### config.mk
export PLATFORM = sky130hd
export DESIGN_NAME = serial_subtractor4
export DESIGN_NICKNAME = d
export VERILOG_FILES = /design/src/rtl/sub_pkg.sv /design/src/rtl/serial_subtractor4_full_subtractor.sv /design/src/rtl/serial_subtractor4.sv
export SDC_FILE = /design/constraint.sdc
export NUM_CORES = 1
export LEC_CHECK = 0
export CAP_MARGIN = 10
export CELL_PAD_IN_SITES_DETAIL_PLACEMENT = 1
export CELL_PAD_IN_SITES_GLOBAL_PLACEMENT = 2
export CORE_MARGIN = 3
export CORE_UTILIZATION = 25
export DETAILED_ROUTE_END_ITERATION = 16
export DONT_BUFFER_PORTS = 1
export HOLD_SLACK_MARGIN = 0.02
export PLACE_DENSITY_LB_ADDON = 0.1
export REMOVE_ABC_BUFFERS = 1
export SLEW_MARGIN = 20
export SYNTH_ARGS = -nofsm -noshare
export SYNTH_HDL_FRONTEND = slang
export SYNTH_HIERARCHICAL = 1
export SYNTH_SLANG_ARGS = --single-unit
### constraint.sdc
create_clock -name clk -period 3.4 [get_ports clk]
set_input_delay 0.51 -clock clk [delete_from_list [all_inputs] [get_ports clk]]
set_output_delay 0.51 -clock clk [all_outputs]
set_load 0.05 [all_outputs]
### src/rtl/sub_pkg.sv
// Shared types and defaults for the bit-serial subtractor.
package sub_pkg;

  localparam int SUB_WIDTH = 4;

  typedef enum logic [1:0] {
    IDLE,
    SHIFT,
    DONE
  } sub_state_t;

endpackage

### src/rtl/serial_subtractor4_full_subtractor.sv
// One-bit full subtractor cell: d = a - b - br with borrow out.
module full_subtractor (
  input  logic a,
  input  logic b,
  input  logic br,
  output logic d,
  output logic br_next
);

  assign d       = a ^ b ^ br;
  assign br_next = (~a & b) | (~(a ^ b) & br);

endmodule

### src/rtl/serial_subtractor4.sv
// Bit-serial ripple-borrow subtractor, LSB first, one bit per clock.
module serial_subtractor4
  import sub_pkg::*;
#(
  parameter int WIDTH = SUB_WIDTH
) (
  input  logic             clk,
  input  logic             rst_n,
  input  logic             start,
  input  logic [WIDTH-1:0] A,
  input  logic [WIDTH-1:0] B,
  input  logic             bin,
  output logic             busy,
  output logic             done,
  output logic [WIDTH-1:0] D,
  output logic             bout
);

  localparam int CW = $clog2(WIDTH) + 1;

  sub_state_t       state_q, state_d;
  logic [WIDTH-1:0] opa_q, opb_q, res_q;
  logic [WIDTH-1:0] d_q;
  logic [CW-1:0]    cnt_q;
  logic             br_q;
  logic             bout_q;
  logic             accept;
  logic             last;
  logic             bit_d;
  logic             br_nx;

  full_subtractor u_fs (
    .a      (opa_q[0]),
    .b      (opb_q[0]),
    .br     (br_q),
    .d      (bit_d),
    .br_next(br_nx)
  );

  assign last = (cnt_q == CW'(WIDTH - 1));

  always_comb begin
    state_d = state_q;
    accept  = 1'b0;
    unique case (state_q)
      IDLE: begin
        if (start) begin
          accept  = 1'b1;
          state_d = SHIFT;
        end
      end
      SHIFT: begin
        if (last) state_d = DONE;
      end
      DONE: begin
        if (start) begin
          accept  = 1'b1;
          state_d = SHIFT;
        end else begin
          state_d = IDLE;
        end
      end
      default: state_d = IDLE;
    endcase
  end

  always_ff @(posedge clk) begin
    if (!rst_n) begin
      state_q <= IDLE;
    end else begin
      state_q <= state_d;
    end
  end

  // The final bit is folded straight into D/bout so they are valid in DONE.
  always_ff @(posedge clk) begin
    if (!rst_n) begin
      opa_q  <= '0;
      opb_q  <= '0;
      res_q  <= '0;
      cnt_q  <= '0;
      br_q   <= 1'b0;
      d_q    <= '0;
      bout_q <= 1'b0;
    end else if (accept) begin
      opa_q <= A;
      opb_q <= B;
      br_q  <= bin;
      cnt_q <= '0;
    end else if (state_q == SHIFT) begin
      opa_q <= opa_q >> 1;
      opb_q <= opb_q >> 1;
      br_q  <= br_nx;
      res_q <= {bit_d, res_q[WIDTH-1:1]};
      cnt_q <= cnt_q + CW'(1);
      if (last) begin
        d_q    <= {bit_d, res_q[WIDTH-1:1]};
        bout_q <= br_nx;
      end
    end
  end

  assign busy = (state_q == SHIFT);
  assign done = (state_q == DONE);
  assign D    = d_q;
  assign bout = bout_q;

endmodule
### Word level (Yosys, flattened, before mapping)

Index checks and enable logic that the tools add are counted.

* add/sub/neg operators: 1
* $mul: 0
* divide/modulo/power cells: 0
* magnitude comparators: 0
* equality and inequality tests: 5
* shifts and indexed selects: 0
* multiplexer cells: 12
* bitwise gates (word level): 9
* reductions and logical operators: 7

Operator list (count)
* 4-bit 2-to-1 mux: 4
* 2-bit one-hot mux with 3 select lines: 1
* 1-bit 2-to-1 mux: 5
* 2-bit 2-to-1 mux: 2
* 1-bit NOT: 4
* 2-bit AND reduction: 2
* 2-bit OR reduction: 2
* 3-bit by 1-bit adder with 3-bit output, second input constant: 1
* 3-bit by 2-bit equality test with 1-bit output, second input constant: 1
* 3-bit AND reduction: 1
* 1-bit bitwise AND: 2
* 2-bit by 1-bit equality test with 1-bit output, second input constant: 1
* 2-bit equality test, second input constant: 1
* 2-bit zero test: 1
* 2-bit by 1-bit inequality test with 1-bit output, second input constant: 1
* 2-bit inequality test, second input constant: 1
* 2-bit nonzero test: 1
* 1-bit XOR: 2
* 1-bit bitwise OR: 1

* register bits after elaboration: 23
* latch bits: 0
* memory bits (writable): 0
* bits in read-only memories: 0
* input port bits: 12
* output and inout bits: 7
* logic and storage cells: 42
* memories: 0

### Longest topological paths before layout

Gate-level depths: netlist (run 1).

* depth after elaboration: 6
* gate-level depth with buffers: 5
* mapped depth without buffers: 5

### Hierarchy

Netlist (run 1), hierarchy kept.

By module, submodules not included
* serial_subtractor4: instances 1, cells each 104, area an instance 910.9 um^2, seq. area each 440.4 um^2
* full_subtractor: instances 1, cells each 4, area an instance 31.3 um^2, seq. area each 0.0 um^2

### Least setup slack after synthesis (run 1)

Ideal clock, no wire load.

* kind: register to output
* from: reg state_q[0]
* to: out done
* arrival: 793 ps
* required time: 2890 ps
* slack: 2097 ps
* stages on the path, launching flop included: 2
* buffers on the path: 0
* cell sequence: dfxtp_1 -> and2b_1

* longest elaborated chain between the ends: 1

RTL lines
* start: declaration: RTL line serial_subtractor4.sv:21 `sub_state_t state_q, state_d;`
* start signal: assignment: RTL line serial_subtractor4.sv:71 `state_q <= state_d;`
* 2-bit equality test: RTL line serial_subtractor4.sv:104 `assign done = (state_q == DONE);`
* end: declaration: RTL line serial_subtractor4.sv:14 `output logic done,`

Every way passes these cells.

### Worst setup path in the final report (run 1)

* from: reg state_q[1]
* to: out busy

* longest elaborated chain between the ends: 1

RTL lines
* 2-bit by 1-bit equality test with 1-bit output: RTL line serial_subtractor4.sv:103 `assign busy = (state_q == SHIFT);`
* end: declaration: RTL line serial_subtractor4.sv:13 `output logic busy,`

Every way passes these cells.

==> impl_metrics.json, run 1 <==
{
  "cts_inserted_buffers": 3,
  "slew_viol_final": 0,
  "worstSkewPairLatency_ns": 0.27,
  "ant_nets": 0,
  "die_w_um": 67.4,
  "holdPathStages": 1,
  "fin_crit_sh_pct": 56.5,
  "synth-seq-cells": 22,
  "seq_area_um2": 440,
  "drc_errors": 0,
  "cts_htree_levels": 1,
  "drive_gt1_share_pct": 7.55,
  "cts_max_path_buffers": 2,
  "skew_ns": 0.00345,
  "antenna_cells": 0,
  "setup_viol": 0,
  "grt_setup_unrepaired": "no",
  "grt-ovfl-total": 0,
  "yosys.cell_types.count": 28,
  "cts_resized": 0,
  "reg2reg_setup_slack_ns": 1.83,
  "min_period_ns": 1.92,
  "yosysMostFrequentCell": "nand2_1",
  "vias": 707,
  "fmax_ghz": 0.520,
  "fillers": 418,
  "synthToLayoutAreaGrowth_pct": 8.90,
  "drv_cap": 0,
  "wl_um": 2070,
  "reg2reg_depth": 4,
  "die_height_um": 67.4,
  "cts_setup_buffers": 0,
  "start_util_pct": 27.2,
  "synth_cells": 108,
  "min_path_type": "in2reg",
  "seq_power_share_pct": 47.8,
  "root_buffer": "clkbuf_8",
  "dr.pass1.iters": 4,
  "power_frac_comb_pct": 9.3,
  "synthFlopType": "dfxtp_1",
  "grt_pass1_vias": 730,
  "arrival_ns": 1.41,
  "synth-warning-count": 6,
  "grt_antenna_before_repair": 0,
  "p_sw_uw": 135,
  "ys_seq_area_share_pct": 46.7,
  "drt-initial-drc-count": 11,
  "yosys-top-cells-count": "nand2_1, dfxtp_1, a21boi_1, nand3_1, o21ai_0",
  "rr_startpoint": "state_q[1]",
  "num-nets-final": 122,
  "yosys.area.top_type_share_pct": 46.7,
  "synthTopCellsByArea": "dfxtp_1, nand2_1, a21boi_1",
  "syn_avg_cell_area_um2": 8.72,
  "yosysTopAreaCell": "dfxtp_1",
  "io_pins": 19,
  "multiInputGateArea_um2": 438,
  "ctsHoldBuffers": 0,
  "ir_drop_v": 0.000161,
  "path_max_fanout": 21,
  "dieArea_um2": 4540,
  "finalPower_uw": 583,
  "synthArstFlopShare_pct": 0,
  "hold_end": "state_q[0]",
  "path_clk_slew_ns": 0.08,
  "netSwitchingFraction_pct": 23.1,
  "cts_tree": "built",
  "worstPathRequired_ns": 2.89,
  "wl_per_cell_um": 13.6,
  "clock-sinks": 22,
  "synth_area_um2": 942,
  "coreArea_um2": 3470,
  "worst_pin_slew_ns": 0.579,
  "grt_pass1_wl_um": 3510,
  "power.density_nw_per_um2": 568,
  "synth_edf_count": 0,
  "critPathLaunchType": "flip-flop",
  "power.internal_uw": 448,
  "via_per_inst": 4.65,
  "endpoint_kind": "output pin",
  "grt_max_degree": 22,
  "min_from": "rst_n",
  "slew_headroom_pct": 61.4,
  "track_usage_pct": 10.5,
  "status": "finished, final reports clean",
  "gp_congestion": 0.673,
  "finalHoldViolations": 0,
  "num_rows": 21,
  "path_class": "reg2out",
  "p_leak_uw": 0.000368,
  "dpl.hpwl_um": 1410,
  "r2r-end": "opa_q[0]",
  "io_buffers": 0,
  "tns_ns": 0,
  "pwr-share-clk_pct": 42.9
}
[how the worst max path moves through the flow]
| stage | cells past startpoint | slack, ns | from | to |
|---|---|---|---|---|
| after global routing | 2 | 1.33 | state_q[0] | busy |
| after floorplan | 2 | 1.96 | state_q[1] | busy |
| after global placement | 2 | 1.77 | state_q[1] | busy |
| final | 2 | 1.48 | state_q[1] | busy |
| after CTS | 2 | 1.44 | state_q[1] | busy |
| after detailed placement | 2 | 1.75 | state_q[1] | busy |
[power by group through the flow]
stage	registers (uW)	logic [uW]	clock network (uW)
CTS	279	55.8	257
detailed placement	285	55.5	0
finish	279	54.0	250
floorplan	283	44.6	0
global route	281	64.8	264
global placement	285	54.3	0
[routing by layer]
metal	vias to the layer above	routed length [um]	global-route usage, %	part of all wire (%)
met4	0	42	5.32	2.0
met1	328	964	12.8	47
met3	5	148	3.33	7.2
met2	18	913	16.7	44
li1	356	-	-	-
met5	-	0	0	0
[through the flow]
stage               hold slack [ns]  instance area, um2  util [%]  worst slack (ns)  cells
floorplan                     0.434                 897         -              1.96    102
CTS                           0.359                1030      29.6              1.44    152
detailed placement            0.449                 955      27.5              1.75    148
global placement              0.445                 955      27.5              1.77    148
global route                  0.349                1030      29.6              1.33    152
finish                        0.365                1030      29.6              1.48    152
[sequential cells by signal (all words and copies together) (netlist names)]
register and flops:
bout 1, res_q 3, state_q 2, opb_q 4, D 4, cnt_q 3, br_q 1, opa_q 4
[cells in the final DEF (no fill, tap or decap)]
master / n
clkbuf_8: 3
xnor2_1: 1
inv_2: 1
a21boi_0: 1
inv_1: 4
a31oi_1: 4
and2_1: 1
bufinv_16: 1
nor2_1: 4
a22oi_1: 1
a21boi_1: 8
a211oi_2: 1
and3_1: 1
nand3b_1: 1
ha_1: 2
nand2b_2: 1
nand2b_4: 1
dfxtp_1: 22
nand3_1: 6
nand2_1: 27
nor3_1: 2
o221ai_1: 2
o21ai_0: 5
fa_1: 1
and2b_1: 2
a21oi_1: 3
[layout make-up]
cell class                 instances  area share [%]
tap                               46            5.61
clock buffer                       3            4.02
sequential                        22            42.9
inverter                           5            1.83
multi-input combinational         75            42.7
clock inverter                     1            2.93
[cells by family (layout without fill, tap and decap cells)]
kind of cell	Yosys count	count (layout)	share of synthesized area [%]
xor+xnor	1	1	0.930
flops	22	22	46.7
compound gates	25	25	18.1
buf+inv	11	9	6.77
simple gates	46	46	22.7
fa+ha+maj	3	3	4.78
[worst max-delay path, stage by stage, from the launching register on]
cell and delay [ns]:
dfxtp_1 0.32, nand2b_2 0.31, inv_2 0.50
Power figures use the tool's default switching activity.
==> run 2, diff against run 1 <==
==> constraint.sdc (replaced) <==
create_clock -name clk -period 1.8 [get_ports clk]
set_input_delay 0.27 -clock clk [delete_from_list [all_inputs] [get_ports clk]]
set_output_delay 0.27 -clock clk [all_outputs]
set_load 0.05 [all_outputs]
==> run 2 against run 1 <==
Cell count is 2.0% higher. Non-clock buffer count is 3 higher. Sequential cell count stayed put. Critical endpoint unchanged. Die area stayed put. Combinational power is 110% higher. Design area is 0.61% higher. Clock-buffer cell count is 1 higher. Largest power group unchanged. Routed wire length is 6.2% higher.
==> impl_metrics.json, run 2 (same netlist as run 1, synthesis figures left out) <==
{
  "clock-sinks": 22,
  "cts_max_path_buffers": 2,
  "layout_commonest_cell": "nand2_1",
  "reg2reg_depth": 5,
  "fmax_ghz": 0.658,
  "use_met3_pct": 3.00,
  "num-nets-final": 125,
  "cts_tree": "built",
  "coreArea_um2": 3470,
  "grt_setup_unrepaired": "no",
  "drv_cap": 0,
  "cts_setup_buffers": 0,
  "fin_cells": 155,
  "antenna_cells": 0,
  "cts_inserted_buffers": 3,
  "grt_pass1_wl_um": 3840,
  "path_class": "reg2out",
  "grt_antenna_before_repair": 0,
  "drive_gt1_share_pct": 10.1,
  "die_height_um": 67.4,
  "endpoint_kind": "output pin",
  "io_buffers": 0,
  "worst_pin_slew_ns": 0.518,
  "startpoint": "state_q[0]",
  "drc_errors": 0,
  "grt_pass1_vias": 781,
  "worstSkewPairLatency_ns": 0.26,
  "setup_viol": 0,
  "dr.pass1.iters": 4,
  "rr_startpoint": "cnt_q[0]",
  "dp_slack_ns": 0.467,
  "arrival_ns": 1.25,
  "post-route-util_pct": 29.8,
  "min_period_ns": 1.52,
  "reg2reg_setup_slack_ns": 0.49,
  "grt_max_degree": 20,
  "cts_htree_levels": 1,
  "critPathLaunchType": "flip-flop",
  "fin_crit_sh_pct": 84.5,
  "slowest_stage": "dfxtp_1",
  "die_w_um": 67.4,
  "drt-initial-drc-count": 10,
  "slew_viol_final": 0,
  "num_rows": 21,
  "dieArea_um2": 4540,
  "wl_um": 2200,
  "path_clk_slew_ns": 0.08,
  "worstPathRequired_ns": 1.53,
  "root_buffer": "clkbuf_8",
  "via_per_inst": 4.67,
  "path_max_fanout": 15,
  "wl_per_cell_um": 14.2,
  "power.density_nw_per_um2": 973,
  "critPathCapture": "busy",
  "slew_headroom_pct": 65.4,
  "final_cell_mix": "nand2_1, dfxtp_1, a21boi_1",
  "setup_slack_ns": 0.280,
  "gp_congestion": 0.683,
  "min_path_type": "in2reg",
  "tns_ns": 0,
  "vias": 724,
  "status": "finished, final reports clean",
  "critPathMaxStageDelay_ns": 0.42,
  "cts_resized": 0,
  "grtUsageMet1_pct": 14.2,
  "skew_ns": 0.00262,
  "start_util_pct": 27.2,
  "synthToLayoutAreaGrowth_pct": 9.56,
  "grt-busiest-layer": "met2",
  "ctsHoldBuffers": 0,
  "fin_hold_ws_ns": 0.124,
  "placed_cells": 151,
  "track_usage_pct": 11.8,
  "ir_drop_v": 0.000293,
  "r2r-end": "bout",
  "grt-ovfl-total": 0,
  "fillers": 432,
  "p_leak_uw": 0.000375,
  "finalHoldViolations": 0,
  "met2_usage_pct": 19.0,
  "io_pins": 19,
  "cp_cell_sequence": "nand2b_2, inv_2, buf_4",
  "dpl.hpwl_um": 1550,
  "ant_nets": 0
}
run 2: worst min-delay path by stage:
stage,from,end,slack (ns),cells past startpoint
floorplan,rst_n,state_q[0],0.39,1
global placement,rst_n,state_q[0],0.40,1
detailed placement,rst_n,state_q[0],0.40,1
CTS,rst_n,state_q[0],0.12,1
global route,rst_n,state_q[0],0.11,1
finish,rst_n,state_q[0],0.12,1
run 2: layout make-up:
cell class / instances / area, um2 / area share (%)
Multi-Input combinational cell: 75 / 438 / 42.4
Sequential cell: 22 / 440 / 42.7
Tap cell: 46 / 57.6 / 5.58
Inverter: 5 / 18.8 / 1.82
Clock buffer: 4 / 55.1 / 5.33
Timing Repair Buffer: 3 / 22.5 / 2.18
run 2: metal layers:
layer  share of wire [%]  wire, um  up-vias
met5                   0         0        -
met1                  46      1020      339
met2                  46      1010       18
met4                 2.0        45        0
li1                    -         -      363
met3                 5.6       123        4
run 2: metrics by stage:
step,power (uW),instance area (um2)
floorplan,619,897
global placement,652,977
detailed placement,654,977
CTS,1030,1030
global route,1070,1030
finish,1000,1030
run 2: report_power, final:
part / internal, uW / switching (uW)
clock: 195 / 169
sequential: 511 / 15.6
combinational: 45.1 / 68.7
run 2: worst max-delay path: cells and delay by family (launching register included):
kind	cells	cell delay [ns]
simple gates	1	0.09
buf+inv	2	0.48
flops	1	0.42
